`config.mk`:
```
export PLATFORM = sky130hd
export DESIGN_NAME = alu_vector_sequencer
export DESIGN_NICKNAME = d
export VERILOG_FILES = /design/src/rtl/alu_vector_sequencer.sv
export SDC_FILE = /design/constraint.sdc
export NUM_CORES = 1
export LEC_CHECK = 0
export CORE_MARGIN = 5
export CORE_UTILIZATION = 30
export DETAILED_ROUTE_END_ITERATION = 10
export PLACE_DENSITY = 0.54
export SLEW_MARGIN = 25
export SYNTH_ARGS = -nofsm -noshare
export SYNTH_HDL_FRONTEND = slang
export SYNTH_SLANG_ARGS = --single-unit
```
`constraint.sdc`:
```
create_clock -name clk -period 3.6 [get_ports clk]
set_clock_uncertainty 0.1 [all_clocks]
set_input_delay 0.9 -clock clk [delete_from_list [all_inputs] [get_ports clk]]
set_output_delay 0.9 -clock clk [all_outputs]
set_load 0.01 [all_outputs]
```
`src/rtl/alu_vector_sequencer.sv`:
```
// alu_vector_sequencer: steps vector ops one element at a time
// through the shared scalar ALU, with MAC accumulation.
module alu_vector_sequencer #(
  parameter int MAX_LEN = 8,
  parameter int IDX_W   = 3,
  parameter int DATA_W  = 32
) (
  input  logic              clk,
  input  logic              reset,
  input  logic              start,
  input  logic [10:0]       instr,
  input  logic [IDX_W:0]    vlen,
  input  logic              mem_ready,
  input  logic [DATA_W-1:0] alu_result,
  output logic              busy,
  output logic              issue_valid,
  output logic [IDX_W-1:0]  issue_idx,
  output logic [3:0]        alu_ctrl,
  output logic              mem_rd,
  output logic              mem_wr,
  output logic [DATA_W-1:0] acc_out,
  output logic              done,
  output logic              illegal
);

  localparam logic [IDX_W:0] LP_MAX = (IDX_W+1)'(MAX_LEN);

  typedef enum logic [1:0] {
    S_IDLE,
    S_ISSUE,
    S_FINISH
  } state_t;

  typedef struct packed {
    logic [3:0] ctrl;
    logic       ld;
    logic       st;
    logic       mac;
  } op_t;

  state_t            r_state;
  state_t            w_next;
  op_t               r_op;
  op_t               w_dec;
  logic              w_legal;
  logic              w_start_ok;
  logic              w_last;
  logic [IDX_W:0]    r_vlen;
  logic [IDX_W-1:0]  r_cnt;
  logic [DATA_W-1:0] r_acc;
  logic              r_illegal;

  assign acc_out = r_acc;
  assign w_last  = ({1'b0, r_cnt} == (r_vlen - 1'b1));

  // Decode the incoming opcode and qualify it with the vector length.
  always_comb begin
    w_dec   = '0;
    w_legal = 1'b1;
    case (instr)
      11'b10001010010: w_dec.ctrl = 4'b0010;
      11'b11001010010: w_dec.ctrl = 4'b0110;
      11'b10011010010: w_dec.ctrl = 4'b0100;
      11'b10001010100: w_dec.ctrl = 4'b0010;
      11'b11111010100: begin
        w_dec.ctrl = 4'b1000;
        w_dec.mac  = 1'b1;
      end
      11'b10011110000: begin
        w_dec.ctrl = 4'b0100;
        w_dec.ld   = 1'b1;
      end
      11'b10001110000: begin
        w_dec.ctrl = 4'b0010;
        w_dec.st   = 1'b1;
      end
      default: w_legal = 1'b0;
    endcase
    w_start_ok = w_legal && (vlen != '0) && (vlen <= LP_MAX);
  end

  // State register.
  always_ff @(posedge clk) begin
    if (reset) r_state <= S_IDLE;
    else       r_state <= w_next;
  end

  // Next-state and per-cycle output decode.
  always_comb begin
    w_next      = r_state;
    busy        = 1'b0;
    issue_valid = 1'b0;
    issue_idx   = '0;
    alu_ctrl    = 4'b0000;
    mem_rd      = 1'b0;
    mem_wr      = 1'b0;
    done        = 1'b0;
    illegal     = 1'b0;
    unique case (r_state)
      S_IDLE: begin
        if (start) w_next = w_start_ok ? S_ISSUE : S_FINISH;
      end
      S_ISSUE: begin
        busy        = 1'b1;
        alu_ctrl    = r_op.ctrl;
        issue_idx   = r_cnt;
        mem_rd      = r_op.ld;
        mem_wr      = r_op.st;
        issue_valid = (r_op.ld || r_op.st) ? mem_ready : 1'b1;
        if (issue_valid && w_last) w_next = S_FINISH;
      end
      S_FINISH: begin
        busy    = 1'b1;
        done    = 1'b1;
        illegal = r_illegal;
        w_next  = S_IDLE;
      end
      default: w_next = S_IDLE;
    endcase
  end

  // Latch the op on accepted start; step counter and accumulator per issue.
  always_ff @(posedge clk) begin
    if (reset) begin
      r_op      <= '0;
      r_vlen    <= '0;
      r_cnt     <= '0;
      r_acc     <= '0;
      r_illegal <= 1'b0;
    end else if (r_state == S_IDLE && start) begin
      r_op      <= w_dec;
      r_vlen    <= vlen;
      r_cnt     <= '0;
      r_acc     <= '0;
      r_illegal <= !w_start_ok;
    end else if (issue_valid) begin
      if (r_op.mac) r_acc <= r_acc + alu_result;
      if (!w_last)  r_cnt <= r_cnt + 1'b1;
    end
  end

endmodule

```
==> key figures <==
STA
  – Least-Margin Pin Slew: 0.626 ns
  – Worst slew margin: 57.9%
  – Peak Freq: 301 MHz
  – Max-slew violations: 0
  – RSZ-0062 raised after global routing: false
  – Fin crit share: 92.3%
  – Final Setup Violations: 0
  – Final Hold Fails: 0
  – Hold Worst Slack: 0.360 ns
  – Final min period: 3.32 ns

Hold path
  – Min-Delay Path Class: flip-flop to flip-flop

Setup path
  – CP arrival: 2.32 ns
  – Startpoint types: input port
  – Crit Path Category: input port to output pin
  – Slack of the worst reg-to-reg path: 0.98 ns
  – CP Max Fanout: 4
  – Crit end category: output pin
  – CP required: 2.60 ns

Placed design
  – DP Area: 5070 um^2
  – IO buf count: 94
  – Cells after DPL: 774
  – DP HPWL: 9090 um
  – Final Wtd Congestion: 0.840

Final layout
  – Area Growth Syn to Fin: 36.0%
  – Fin util: 41.6%
  – Antenna diodes: 0
  – Layout cells sized above 1: 7.21%
  – Cell area after layout: 5240 um^2
  – Final nets: 697
  – Filler cells: 1329
  – Final cell count without fillers: 782

Detailed routing
  – DR WL/cell: 14.5 um
  – Via-per-instance ratio: 5.08
  – Drt first-iter violations: 189
  – Drt total wl: 11400 um
  – Via count: 3974
  – Drt pass-1 iters: 4
  – Drc violations: 0
  – ANT nets after route: 0

Clock tree
  – Root buffer cell: clkbuf_16
  – Post-CTS Resized: 0
  – Cts hold-fix bufs: 0
  – Clock latency at the later pin of the worst-skew pair: 0.29 ns
  – H-tree depth: 2
  – Reg clk slew, reported paths: 0.07 ns
  – Max clock buf depth: 2
  – Cts bufs inserted: 5
  – Buffer count from post-CTS setup fixing: 0
  – CTS tree: done
  – CTS sink count: 48

Global route
  – Grt met2 use: 25.2%
  – Largest net degree at the start of global routing: 20
  – GR Layer Usage met3: 3.93%
  – First-pass GRT wire length: 19000 um
  – Vias in the first global route: 3951
  – Initial antenna violation count: 0
  – Busiest layer in global routing: met2
  – GRT Total Usage: 15.3%
  – Met1 GRT Util: 19.8%
  – Grt total ovfl: 0

Synth
  – Syn Std Cell Area: 3850 um^2
  – Synth Instances: 510
  – Post-synth EDFFs: 0
  – Share of the yosys chip area belonging to registers: 24.9%
  – Top-count cell post-synth: nand2_1
  – Syn. warnings: 0
  – Ys flop type: dfxtp_1
  – Area leader, netlist: dfxtp_1
  – Yosys top cell area share: 24.9%
  – Synth cell count leaders: nand2_1 (85), a21oi_1 (61), dfxtp_1 (48)
  – Post-Syn Nets: 598
  – Cell variety after synth: 63
  – Post-synthesis area per instance: 7.56 um^2
  – Async SR Flop Fraction: 0%
  – Seq cells post-synth: 48
  – Synth top area cells: dfxtp_1 (25%), ha_1 (12%), nand2_1 (8.3%)

Floorplanning
  – DIE WIDTH: 123 um
  – Num ports: 96
  – Die ar.: 15200 um^2
  – Initial core utilization: 30.5%
  – Die Span Y: 123 um
  – # rows: 41
  – Core ar.: 12600 um^2

Power and ir drop
  – Worst vdd ir: 0.188 mV
  – Pwr/cell area: 251 nW/um^2
  – Leakage: 2.17 nW

Status
  – Outcome: completed

Job
  – Maxcap violations: 0
worst paths after layout:
kind / startpoint / endpoint / cells past startpoint
setup / recovery: mem_ready / issue_valid / 4
hold / removal: r_op[6] / r_op[6] / 2
setup reg to reg: acc_out[0] / acc_out[24] / 9
hold reg to reg: r_op[6] / r_op[6] / 2
critical path, cell delays in order:
cell and delay (ns):
clkdlybuf4s50_1 0.44, o21bai_1 0.19, and2_1 0.23, clkdlybuf4s50_1 0.56
power breakdown:
part	internal, mW	switching (mW)	total, mW
Clock	0.349	0.219	0.567
Sequential	0.536	0.00356	0.539
Combinational	0.104	0.105	0.209
flip-flops by register name (all words and copies together) (netlist names):
signal,flops
r_cnt,3
r_vlen,4
r_op,6
r_illegal,1
acc_out,32
r_state,2
through the flow:
stage	TNS, ns	total power [mW]	setup WS (ns)
floorplan	0	0.660	0.502
global placement	0	0.760	0.0171
detailed placement	-0.0120	0.761	-0.00984
CTS	0	1.34	0.267
global route	0	1.38	0.0888
finish	0	1.32	0.278
layout by cell type, fill, tap and decap left out, drive strengths merged, types with 4 or more instances in the layout:
cell type,synthesis,layout
clkdlybuf4s50,0,94
clkbuf,12,6
a21o,15,15
xor2,17,17
mux2i,5,5
o31ai,4,4
nor4,5,5
nand2b,5,5
ha,36,36
nor3,12,12
dfxtp,48,48
buf,10,20
inv,14,14
xnor2,11,11
nand4,10,10
o21bai,9,9
a21oi,63,63
o211ai,5,5
a211oi,9,9
and2,13,13
o21ai,35,35
nand2,85,85
nor2,33,33
and3,6,6
o21a,4,4
nand3,9,9
logic make-up (layout without fill, tap and decap cells):
logic type | after synthesis | in the layout | synth area share [%]
flip-flops | 48 | 48 | 24.9
multiplexers | 5 | 5 | 1.30
buffers and inverters | 36 | 136 | 3.83
XOR/XNOR | 28 | 28 | 6.36
AND/OR/NAND/NOR | 193 | 193 | 24.0
adder cells (fa/ha/maj) | 37 | 37 | 12.2
AO/OA/AOI/OAI | 162 | 162 | 27.3
other | 1 | 1 | 0.0973
per-layer routing:
layer	part of all wire [%]	up-vias
met5	0	-
met3	6.3	14
met1	46	1822
li1	-	2033
met2	47	105
met4	1.4	0
final cells by class:
class,instances,area (um^2),share of cell area [%]
multi-input combinational,426,2750,52.4
timing repair buffer,114,1090,20.8
sequential,48,961,18.3
tap,172,215,4.10
clock buffer,6,139,2.65
inverter,14,52.6,1.00
clock inverter,2,38.8,0.740
Note: power is estimated with default switching activity, not from simulation.
